### src/rtl/fifo_bank_p.sv
// Bank of four independent synchronous FIFOs feeding the arbiter, with a shared
// write bus, a single registered read bus, and per-FIFO status/error flags.
module fifo_bank_p #(
  parameter int DATA_WIDTH = 12,
  parameter int DEPTH      = 8,
  parameter int ADDR_WIDTH = 3,
  parameter int AF_THRESH  = 6,
  parameter int AE_THRESH  = 1
) (
  input  logic                  clk,
  input  logic                  reset,
  input  logic [DATA_WIDTH-1:0] data_in,
  input  logic [3:0]            push,
  input  logic [3:0]            pop,
  output logic [DATA_WIDTH-1:0] fifo_out,
  output logic                  valid_out,
  output logic [3:0]            empty,
  output logic [3:0]            full,
  output logic [3:0]            almost_full,
  output logic [3:0]            almost_empty,
  output logic [3:0]            error
);

  localparam int NF    = 4;
  localparam int CNT_W = ADDR_WIDTH + 1;
  localparam logic [CNT_W-1:0] DEPTH_C = CNT_W'(DEPTH);
  localparam logic [CNT_W-1:0] AF_C    = CNT_W'(AF_THRESH);
  localparam logic [CNT_W-1:0] AE_C    = CNT_W'(AE_THRESH);

  logic [DATA_WIDTH-1:0] mem_q [NF][DEPTH];

  logic [ADDR_WIDTH-1:0] wr_ptr_q [NF];
  logic [ADDR_WIDTH-1:0] wr_ptr_d [NF];
  logic [ADDR_WIDTH-1:0] rd_ptr_q [NF];
  logic [ADDR_WIDTH-1:0] rd_ptr_d [NF];
  logic [CNT_W-1:0]      count_q  [NF];
  logic [CNT_W-1:0]      count_d  [NF];

  logic [DATA_WIDTH-1:0] fifo_out_q, fifo_out_d;
  logic                  valid_q, valid_d;
  logic [3:0]            error_q, error_d;

  logic                  push_oh, pop_oh;
  logic [3:0]            push_acc, pop_acc;

  // Status flags are pure decodes of the registered counts.
  always_comb begin
    empty        = '0;
    full         = '0;
    almost_full  = '0;
    almost_empty = '0;
    for (int i = 0; i < NF; i++) begin
      empty[i]        = (count_q[i] == '0);
      full[i]         = (count_q[i] == DEPTH_C);
      almost_full[i]  = (count_q[i] >= AF_C);
      almost_empty[i] = (count_q[i] <= AE_C);
    end
  end

  // Multi-bit strobes are illegal and cause every flagged FIFO to reject.
  always_comb begin
    push_oh = (push != 4'b0000) && ((push & (push - 4'd1)) == 4'b0000);
    pop_oh  = (pop  != 4'b0000) && ((pop  & (pop  - 4'd1)) == 4'b0000);
  end

  always_comb begin
    push_acc   = '0;
    pop_acc    = '0;
    error_d    = error_q;
    fifo_out_d = fifo_out_q;
    valid_d    = 1'b0;
    for (int i = 0; i < NF; i++) begin
      // A pop on a full FIFO frees the slot the same-cycle push will use.
      pop_acc[i]  = pop[i] & pop_oh & ~empty[i];
      push_acc[i] = push[i] & push_oh & (~full[i] | pop_acc[i]);

      if (push[i] && !push_acc[i]) error_d[i] = 1'b1;
      if (pop[i]  && !pop_acc[i])  error_d[i] = 1'b1;

      wr_ptr_d[i] = push_acc[i] ? wr_ptr_q[i] + ADDR_WIDTH'(1) : wr_ptr_q[i];
      rd_ptr_d[i] = pop_acc[i]  ? rd_ptr_q[i] + ADDR_WIDTH'(1) : rd_ptr_q[i];
      count_d[i]  = count_q[i] + CNT_W'(push_acc[i]) - CNT_W'(pop_acc[i]);

      if (pop_acc[i]) begin
        fifo_out_d = mem_q[i][rd_ptr_q[i]];
        valid_d    = 1'b1;
      end
    end
  end

  always_ff @(posedge clk) begin
    if (reset) begin
      for (int i = 0; i < NF; i++) begin
        wr_ptr_q[i] <= '0;
        rd_ptr_q[i] <= '0;
        count_q[i]  <= '0;
      end
      fifo_out_q <= '0;
      valid_q    <= 1'b0;
      error_q    <= '0;
    end else begin
      for (int i = 0; i < NF; i++) begin
        wr_ptr_q[i] <= wr_ptr_d[i];
        rd_ptr_q[i] <= rd_ptr_d[i];
        count_q[i]  <= count_d[i];
      end
      fifo_out_q <= fifo_out_d;
      valid_q    <= valid_d;
      error_q    <= error_d;
    end
  end

  // Storage is never cleared; only pointers/counts define what is live.
  always_ff @(posedge clk) begin
    for (int i = 0; i < NF; i++) begin
      if (!reset && push_acc[i]) mem_q[i][wr_ptr_q[i]] <= data_in;
    end
  end

  assign fifo_out  = fifo_out_q;
  assign valid_out = valid_q;
  assign error     = error_q;

endmodule

### config.mk
export PLATFORM = sky130hd
export DESIGN_NAME = fifo_bank_p
export DESIGN_NICKNAME = d
export VERILOG_FILES = /design/src/rtl/fifo_bank_p.sv
export SDC_FILE = /design/constraint.sdc
export NUM_CORES = 1
export LEC_CHECK = 0
export CAP_MARGIN = 30
export CORE_MARGIN = 2
export CORE_UTILIZATION = 55
export DETAILED_ROUTE_END_ITERATION = 12
export PLACE_DENSITY = 0.75
export SLEW_MARGIN = 5
export SYNTH_ARGS = -nofsm -noshare
export SYNTH_HDL_FRONTEND = slang
export SYNTH_SLANG_ARGS = --single-unit
### constraint.sdc
create_clock -name clk -period 3.1 [get_ports clk]
set_input_delay 0.31 -clock clk [delete_from_list [all_inputs] [get_ports clk]]
set_output_delay 0.31 -clock clk [all_outputs]
set_load 0.01 [all_outputs]
==> results.ini, run 1 <==
[run_status]
status = complete, no violations

[setup_path]
endpoint_kind = flip-flop
worst_r2r_path_depth = 11
max_stage_delay_ns = 0.39
r2r_slack_ns = 0.48
path_cells = inv_1 -> ha_1 -> nor3b_2 -> or2_1 -> clkinv_8 -> o21ai_2 -> inv_2 -> ha_1 -> fa_1 -> xnor2_1 -> nor2_1
cp_common_cell = ha_1
crit_fanout = 8
r2r_end = count_q[2][2]
critical_path_buf_inv_count = 3
crit_arrival_ns = 3.04
required_ns = 3.52
critical_path_class = reg2reg
critPathLaunchType = flip-flop
slowest_stage = fa_1
r2r-start = count_q[2][2]
crit_family = adder cells

[clock_tree]
post_cts_buffers = 0
cts-root-buf = clkbuf_16
clk_latency_ns = 0.53
clk_pin_slew_ns = 0.06
cts_tree = built
hold_buffers = 0
cts.sinks = 441
cts_made_buffers = 44
h-tree-depth = 2
cts_resized = 0
clock_path_buffers = 3

[yosys]
yosys.area_share.adder_pct = 3.00
synth_compound_area_share_pct = 2.94
ys_seq_elements = 441
synth_simple_gate_area_share_pct = 5.42
muxShareOfSynthArea_pct = 13.9
ys_seq_area_share_pct = 71.6
synth_nets = 1025
syn_area_per_cell_sq_um = 18.4
synth_top_family_by_area = multiplexers
ys.warnings.count = 0
async_reset_ff_share_pct = 0
yosys.area_share.xor_xnor_pct = 1.04
synthCells = 963
synth_area_sq_mm = 0.0177
ys_dominant_reg_cell = edfxtp_1
synth_cell_types = 53
synth_enable_flop_cells = 384

[floorplan]
die-height_um = 183
fp-row-count = 65
die_x_um = 183
dieArea_sq_mm = 0.0337
core_area_sq_mm = 0.0316
io_pins = 55
floorplan.initialDensity_pct = 56.0

[cells_and_area]
final_net_count = 1161
final_cell_mix = edfxtp_1 (384), mux4_2 (96), buf_4 (83)
fill_cells = 2085
multi_input_comb_area_sq_mm = 0.00471
final_common_cell = edfxtp_1
layout-drive-gt1-share_pct = 25.3
antenna_cells = 0
final_area_sq_mm = 0.0206
synthToLayoutAreaGrowth_pct = 16.3
regArea_sq_mm = 0.0127
final_core_util_pct = 65.1

[timing]
slew_violations = 0
period_needed_ns = 2.62
fin_tns_setup_ns = 0
max_freq_mhz = 382
fin_ws_ns = 0.480
relSlewSlack_pct = 39.4
finalCritPeriodShare_pct = 84.5
final-setup-viol-count = 0
worst_slew_pin_slew_ns = 0.905
rsz0062_at_grt = no
hold_violations = 0
fin_skew_ns = 0.0111

[hold_path]
hold_path.class = in2reg
hold_depth = 2
worstHoldEndpoint = rd_ptr_q[2][2]
hold_start = reset

[drt]
drc_errors = 0
drt-total-wl_um = 38100
vias = 9237
first_iter_violations = 1180
drtPass1Iterations = 5
via_per_inst = 6.02
wl_per_cell_um = 24.9
antenna_left = 0

[placed_design]
dpl.hpwl_um = 24500
placed_area_sq_mm = 0.0192
dp_slack_ns = 0.0900
globalplace.congestion = 0.818
portBuffers = 54

[global_routing]
grt_pass1_wl_um = 57700
grt_max_degree = 33
grt_overflow_total = 0
track_usage_pct = 23.6
grt_pass1_vias = 9559
antenna_found_initial = 0

[pwr]
pwr_density_cell_mw_per_mm2 = 628
p_leak_nw = 6.73
ir_worst_vdd_mv = 0.636

[flow_run]
cap_violations = 0

==> synthesized netlist by cell type (3+ instances only) <==
library cell	number	area share [%]
edfxtp_1	384	65
mux4_2	96	12
dfxtp_1	57	6.4
nor2_1	53	1.1
nand2_1	48	1.0
ha_1	36	2.5
inv_1	32	0.68
nand3_1	25	0.71
clkbuf_1	24	0.51
a21oi_1	16	0.45
mux2i_1	16	0.90
buf_2	15	0.42
a221oi_1	14	0.69
xnor2_1	13	0.64
a32o_1	12	0.68
mux2_2	12	0.76
a22oi_1	11	0.47
nor2b_1	10	0.35
nor3_1	9	0.25
xor2_1	8	0.40
nor4b_1	5	0.25
a21o_1	4	0.17
fa_1	4	0.45
nand2b_1	4	0.14
nand3b_1	4	0.17
nor3b_1	4	0.17
and3_1	3	0.11
buf_4	3	0.13
buf_6	3	0.19
inv_2	3	0.064
nor3b_2	3	0.21
nor4_1	3	0.11
o21ai_0	3	0.085
or3_1	3	0.11
or4b_1	3	0.17
==> stage by stage <==
stage,hold WS [ns],power [mW],std cells
final,0.227,12.9,1534
after global routing,0.228,13.4,1534
after CTS,0.205,13.1,1534
after detailed placement,0.459,7.99,1455
after global placement,0.452,7.96,1455
after floorplan,0.409,7.36,963
==> cell type report <==
class                   count  share of cell area (%)
repair buffers            137                    5.62
inverters                  37                   0.759
clock inverters            17                   0.644
multi-input cells         438                    22.9
well taps                 402                    2.44
flip-flops and latches    441                    61.5
clock buffers              62                    6.12
==> worst max-delay path by stage <==
| stage | startpoint | endpoint | slack [ns] | depth (start not counted) |
|---|---|---|---|---|
| finish | count_q[2][2] | count_q[2][2] | 0.48 | 11 |
| global route | count_q[2][3] | count_q[2][2] | 0.28 | 11 |
| CTS | count_q[2][2] | count_q[2][2] | 0.48 | 11 |
| detailed placement | pop[1] | count_q[2][1] | 0.09 | 9 |
| global placement | pop[1] | mem_q[2][37] | 0.17 | 9 |
| floorplan | count_q[0][2] | mem_q[0][84] | 0.04 | 7 |
==> power breakdown <==
part / switching (mW) / internal [mW]
registers: 0.0727 / 6.53
clock network: 2.10 / 2.99
logic: 0.638 / 0.612
total: 2.81 / 10.1
==> flip-flops by register name, summed over array words and instances (netlist names) <==
signal,flops
mem_q,384
fifo_out,12
count_q,16
valid_out,1
error,4
rd_ptr_q,12
wr_ptr_q,12
==> cell families (layout without fill, tap and decap cells) <==
family / count (synthesis) / count (layout)
DFF: 441 / 441
adders and majority gates: 40 / 40
muxes: 124 / 124
xor gates and xnor gates: 21 / 21
AOI/OAI and AO/OA: 67 / 67
and+or+nand+nor: 186 / 186
buffers and inverters: 84 / 253
==> metal layers <==
layer | global-route usage (%) | share of wire, % | up-vias
li1 | - | - | 4083
met1 | 32.4 | 40 | 4719
met2 | 39.0 | 50 | 355
met3 | 3.94 | 7.0 | 80
met4 | 7.90 | 3.0 | 0
met5 | 0 | 0 | -
==> worst reg2reg max path, delay by kind of cell (launching register included) <==
kind                     cells  cell delay, ns
AO/OA/AOI/OAI                1            0.32
XOR/XNOR                     1            0.17
adder cells (fa/ha/maj)      3            0.82
buffers and inverters        3            0.35
flip-flops                   1            0.32
AND/OR/NAND/NOR              3            0.53
Note: power is estimated with default switching activity, not from simulation.
==> run 2: changes to the inputs <==
- clock period: 3.1 -> 2.2 ns (I/O delays scaled with it)
==> run 2 against run 1 <==
The run now ends with negative setup slack left. Maximum frequency up 16%. Core utilization is 5.2 points higher. Final cell count up 5.1%. Power is 46% higher. Critical path type unchanged. Largest power group unchanged.
==> results.ini, run 2 (synthesis results as in run 1) <==
[pwr]
ir_worst_vdd_mv = 0.704  ; +11%
seqPwrFrac_pct = 49.1  ; -1.9 points
share_comb_of_total_power_pct = 12.7  ; +3.0 points
p_leak_nw = 7.41  ; +10%
netSwitchingFraction_pct = 22.7  ; +0.96 points
pwr_density_cell_mw_per_mm2 = 851  ; +36%
p_sw_mw = 4.29  ; +53%
p_int_mw = 14.6  ; +44%
p_clk_share_pct = 38.2  ; -1.1 points
power.total_mw = 18.9  ; +46%

[placed_design]
portBuffers = 54  ; unchanged
placed_area_sq_mm = 0.0204  ; +6.0%
placed_cells = 1511  ; +3.8%
dp_slack_ns = -0.600  ; -0.690 ns
globalplace.congestion = 0.797  ; -2.5%
dpl.hpwl_um = 24900  ; +1.3%

[global_routing]
grt_pass1_wl_um = 59600  ; +3.2%
grt_max_degree = 33  ; unchanged
track_usage_pct = 24.0  ; +0.37 points
grt_overflow_total = 0  ; unchanged
antenna_found_initial = 0  ; unchanged
grt_pass1_vias = 9737  ; +1.9%

[cells_and_area]
final_core_util_pct = 70.3  ; +5.2 points
final_cell_mix = edfxtp_1 (384), buf_4 (124), mux4_2 (96)
final_common_cell = edfxtp_1
antenna_cells = 0  ; unchanged
final_cells = 1612  ; +5.1%
synthToLayoutAreaGrowth_pct = 25.6
regArea_sq_mm = 0.0127  ; about the same
layout-drive-gt1-share_pct = 37.6  ; +12 points
final_area_sq_mm = 0.0222  ; +8.0%
fill_cells = 1870  ; -10%
multi_input_comb_area_sq_mm = 0.00529  ; +12%
final_net_count = 1239  ; +6.7%
largest_register_ffs = 384  ; unchanged

[drt]
drc_errors = 0  ; unchanged
vias = 9664  ; +4.6%
wl_per_cell_um = 25.0  ; +0.39%
via_per_inst = 6.00  ; -0.44%
drt-total-wl_um = 40200  ; +5.5%
antenna_left = 0  ; unchanged
drtPass1Iterations = 7  ; +2
first_iter_violations = 1104  ; -6.4%

[clock_tree]
cts.sinks = 441  ; unchanged
cts-root-buf = clkbuf_16
cts_made_buffers = 43  ; -2.3%
clk_pin_slew_ns = 0.06  ; about the same
h-tree-depth = 2  ; unchanged
clk_latency_ns = 0.54  ; about the same
cts_tree = built
clock_path_buffers = 3  ; unchanged
hold_buffers = 0  ; unchanged

[hold_path]
hold_path.class = in2reg
hold_depth = 3  ; +1
hold_start = pop[3]
worstHoldEndpoint = error[3]

[timing]
fin_skew_ns = 0.0219  ; +0.0108 ns
worst_slew_pin_slew_ns = 0.599  ; -0.306 ns
hold_violations = 0  ; unchanged
finalCritPeriodShare_pct = 103  ; +18 points
slew_violations = 0  ; unchanged
final-setup-viol-count = 2  ; +2
period_needed_ns = 2.26  ; -0.356 ns
whs_ns = 0.0688  ; -0.158 ns
rsz0062_at_grt = yes
relSlewSlack_pct = 60.1  ; +21 points
fin_tns_setup_ns = -0.0810  ; -0.0810 ns
max_freq_mhz = 442  ; +16%
fin_ws_ns = -0.0635  ; -0.544 ns

[floorplan]
core_area_sq_mm = 0.0316  ; unchanged
die-height_um = 183  ; unchanged
fp-row-count = 65  ; unchanged
io_pins = 55  ; unchanged
dieArea_sq_mm = 0.0337  ; unchanged
die_x_um = 183  ; unchanged
floorplan.initialDensity_pct = 56.0  ; unchanged

[setup_path]
critical_path_class = reg2reg
crit_fanout = 5  ; -3
r2r_slack_ns = -0.06  ; -0.54 ns
worst_r2r_path_depth = 11  ; unchanged
r2r-start = count_q[1][2]
critPathLaunchType = flip-flop
required_ns = 2.63  ; -0.89 ns
crit_arrival_ns = 2.69  ; -0.35 ns
endpoint_kind = flip-flop
r2r_end = fifo_out[0]

[run_status]
violations = negative setup slack
status = finished with violations

[flow_run]
cap_violations = 0  ; unchanged

-- run 2: cell types whose count changed in the layout (fill, tap and decap cells not counted), sizes merged, moves of 2 or more --
cell / before / now
buf: 84 / 162
clkinv: 15 / 21
clkbuf: 62 / 54
dlymetal6s2s: 0 / 7
bufinv: 2 / 4
clkdlybuf4s50: 53 / 41
dlygate4sd2: 0 / 5
-- run 2: per-layer routing --
| metal | share of wire, % | up-vias | global-route usage, % | wire length (um) |
|---|---|---|---|---|
| met3 | 7.5 | 73 | 3.82 | 3040 |
| met5 | 0 | - | 0 | 0 |
| met1 | 41 | 4950 | 34.7 | 16500 |
| met4 | 2.4 | 0 | 7.30 | 971 |
| met2 | 49 | 384 | 38.2 | 19800 |
| li1 | - | 4257 | - | - |
-- run 2: worst max path at each step --
stage / start / to / slack, ns / cells after the start
3_3_place_gp: pop[1] / count_q[2][1] / -0.55 / 9
4_1_cts: count_q[1][2] / fifo_out[10] / -0.02 / 11
3_5_place_dp: pop[1] / count_q[2][1] / -0.60 / 9
5_1_grt: count_q[1][2] / fifo_out[0] / -0.14 / 11
2_1_floorplan: pop[0] / count_q[3][1] / -0.20 / 11
6_report: count_q[1][2] / fifo_out[0] / -0.06 / 11
-- run 2: power by group through the flow --
| stage | registers, mW | logic (mW) | clock network (mW) |
|---|---|---|---|
| 2_1_floorplan | 9.47 | 1.05 | 0 |
| 3_3_place_gp | 9.47 | 2.15 | 0 |
| 3_5_place_dp | 9.47 | 2.18 | 0 |
| 4_1_cts | 9.29 | 2.29 | 7.33 |
| 5_1_grt | 9.31 | 2.57 | 7.64 |
| 6_report | 9.30 | 2.40 | 7.23 |
-- run 2: what timing repair did --
item,CTS,global route
setup endpoints to repair,101,148
pin swaps,5,18
setup buffers,9,12
gates resized for setup,21,43
gates cloned,0,2
-- run 2: area by class of cell --
class	count	area share [%]
sequential	441	57.1
inverter	37	0.748
multi-input combinational	438	23.8
timing repair buffer	216	9.93
clock inverter	25	1.06
clock buffer	53	5.15
tap	402	2.26
-- run 2: worst max-delay path: stages (launching register included) --
cell and delay, ns:
dfxtp_2 0.32, inv_2 0.09, ha_4 0.13, nor3b_4 0.19
buf_6 0.14, buf_4 0.12, nor3b_1 0.07, buf_4 0.19
buf_4 0.17, a221oi_2 0.31, nand3_1 0.13, a32o_1 0.28
==> run 3: changes to the inputs <==
- CTS_CLUSTER_SIZE: unset -> 10
==> run 3 against run 2 <==
The run still ends with negative setup slack left. Final cell count is essentially flat. Sequential share of layout area grew 0.18 points. Count of clock-buffer cells in the layout increased by 38. Maximum frequency rose by 0.87%. Clock power grew 3.5%. Combinational power down 5%. Die area unchanged. Hold slack worse by 0.0096 ns. Worst setup slack better by 0.019 ns. Sequential cell count stayed put. Core utilization decreased by 0.25 points. Critical endpoint unchanged.
==> results.ini, run 3 (synthesis results as in run 1) <==
[run_status]
status = finished with violations
violations = negative setup slack

[drt]
drc_errors = 0  ; unchanged
wl_per_cell_um = 24.8  ; -0.47%
vias = 9628  ; -0.37%
via_per_inst = 5.97  ; -0.43%
drtPass1Iterations = 5  ; -2
drt-total-wl_um = 40100  ; -0.41%
first_iter_violations = 993  ; -10%
antenna_left = 0  ; unchanged

[clock_tree]
cts_made_buffers = 50  ; +16%
clk_latency_ns = 0.56  ; +0.02 ns
cts.sinks = 441  ; unchanged
h-tree-depth = 2  ; unchanged
cts-root-buf = clkbuf_16
cts_tree = built
clock_path_buffers = 3  ; unchanged
hold_buffers = 0  ; unchanged
clk_pin_slew_ns = 0.05  ; about the same

[hold_path]
hold_path.class = in2reg
hold_start = pop[3]
hold_depth = 3  ; unchanged
worstHoldEndpoint = error[3]

[placed_design]
placed_area_sq_mm = 0.0204  ; unchanged
portBuffers = 54  ; unchanged
dpl.hpwl_um = 24900  ; unchanged
dp_slack_ns = -0.600  ; unchanged
globalplace.congestion = 0.797  ; unchanged

[global_routing]
track_usage_pct = 24.3  ; +0.34 points
grt_pass1_wl_um = 60200  ; +0.97%
grt_max_degree = 33  ; unchanged
grt_pass1_vias = 9742  ; +0.051%
antenna_found_initial = 0  ; unchanged
grt_overflow_total = 0  ; unchanged

[floorplan]
die_x_um = 183  ; unchanged
die-height_um = 183  ; unchanged
dieArea_sq_mm = 0.0337  ; unchanged
io_pins = 55  ; unchanged
fp-row-count = 65  ; unchanged
floorplan.initialDensity_pct = 56.0  ; unchanged
core_area_sq_mm = 0.0316  ; unchanged

[timing]
whs_ns = 0.0593  ; -0.00958 ns
finalCritPeriodShare_pct = 102  ; -0.88 points
hold_violations = 0  ; unchanged
slew_violations = 0  ; unchanged
final-setup-viol-count = 2  ; unchanged
fin_tns_setup_ns = -0.0549  ; +0.0261 ns
relSlewSlack_pct = 60.3  ; +0.20 points
worst_slew_pin_slew_ns = 0.596  ; -0.00306 ns
fin_skew_ns = 0.0238  ; +0.00198 ns
rsz0062_at_grt = yes
max_freq_mhz = 446  ; +0.87%
fin_ws_ns = -0.0441  ; +0.0194 ns
period_needed_ns = 2.24  ; -0.0194 ns

[cells_and_area]
final_area_sq_mm = 0.0222  ; -0.35%
antenna_cells = 0  ; unchanged
final_cell_mix = edfxtp_1 (384), buf_4 (109), mux4_2 (96)
final_net_count = 1231  ; -0.65%
layout-drive-gt1-share_pct = 35.7  ; -1.9 points
synthToLayoutAreaGrowth_pct = 25.1
final_common_cell = edfxtp_1
largest_register_ffs = 384  ; unchanged

[setup_path]
r2r_end = fifo_out[0]
critPathLaunchType = flip-flop
crit_arrival_ns = 2.69  ; about the same
r2r_slack_ns = -0.04  ; +0.02 ns
endpoint_kind = flip-flop
worst_r2r_path_depth = 11  ; unchanged
required_ns = 2.65  ; +0.02 ns
crit_fanout = 9  ; +4
r2r-start = count_q[1][2]
critical_path_class = reg2reg

[pwr]
power.total_mw = 19.1  ; +0.75%
pwr_density_cell_mw_per_mm2 = 861  ; +1.1%
ir_worst_vdd_mv = 0.702  ; -0.28%
p_leak_nw = 7.31  ; -1.4%

[flow_run]
cap_violations = 0  ; unchanged

-- run 3: critical path: stages, from the launching register on --
cell,delay (ns)
dfxtp_1,0.31
inv_2,0.09
ha_4,0.13
nor3b_4,0.19
buf_6,0.17
buf_4,0.12
nor3b_1,0.04
buf_4,0.21
buf_4,0.18
a221oi_2,0.27
nand3_1,0.14
a32o_1,0.29
-- run 3: final cells by class --
type	instances	area [sq um]
inverter	37	166
tap	402	503
fill	1904	9480
sequential	441	12700
clock buffer	91	1440
clock inverter	3	37.5
timing repair buffer	201	2070
multi-input combinational	438	5270
-- run 3: stage by stage --
stage / instances / util, %
after floorplan: 963 / -
after global routing: 1613 / 70.0
after global placement: 1511 / 64.4
after detailed placement: 1511 / 64.4
after CTS: 1607 / 69.3
final: 1613 / 70.0
-- run 3: worst max-delay path by stage --
| stage | cells after the start | endpoint | slack (ns) | start |
|---|---|---|---|---|
| floorplan | 11 | count_q[3][1] | -0.20 | pop[0] |
| global placement | 9 | count_q[2][1] | -0.55 | pop[1] |
| detailed placement | 9 | count_q[2][1] | -0.60 | pop[1] |
| CTS | 12 | count_q[0][2] | 0.0002 | count_q[0][3] |
| global route | 11 | fifo_out[0] | -0.12 | count_q[1][2] |
| finish | 11 | fifo_out[0] | -0.04 | count_q[1][2] |
-- run 3: timing repair --
action | 4_1_cts | 5_1_grt
pin swaps | 4 | 13
setup buffers | 3 | 6
endpoints found under the setup margin | 69 | 104
resized for setup | 22 | 36
-- run 3: report_power, final --
group / total (mW) / switching, mW / leakage [nW] / internal (mW)
registers: 9.31 / 0.0918 / 3.92 / 9.22
logic: 2.29 / 1.13 / 2.69 / 1.16
clock network: 7.48 / 3.10 / 0.699 / 4.38
-- run 3: metal layers --
layer  part of all wire [%]  GRT usage [%]  routed length, um  vias to the layer above
li1                       -              -                  -                     4251
met1                     42           35.1              16700                     4934
met2                     49           39.2              19500                      378
met3                    7.0           3.53               2820                       65
met4                    2.6           7.14               1040                        0
met5                      0              0                  0                        -
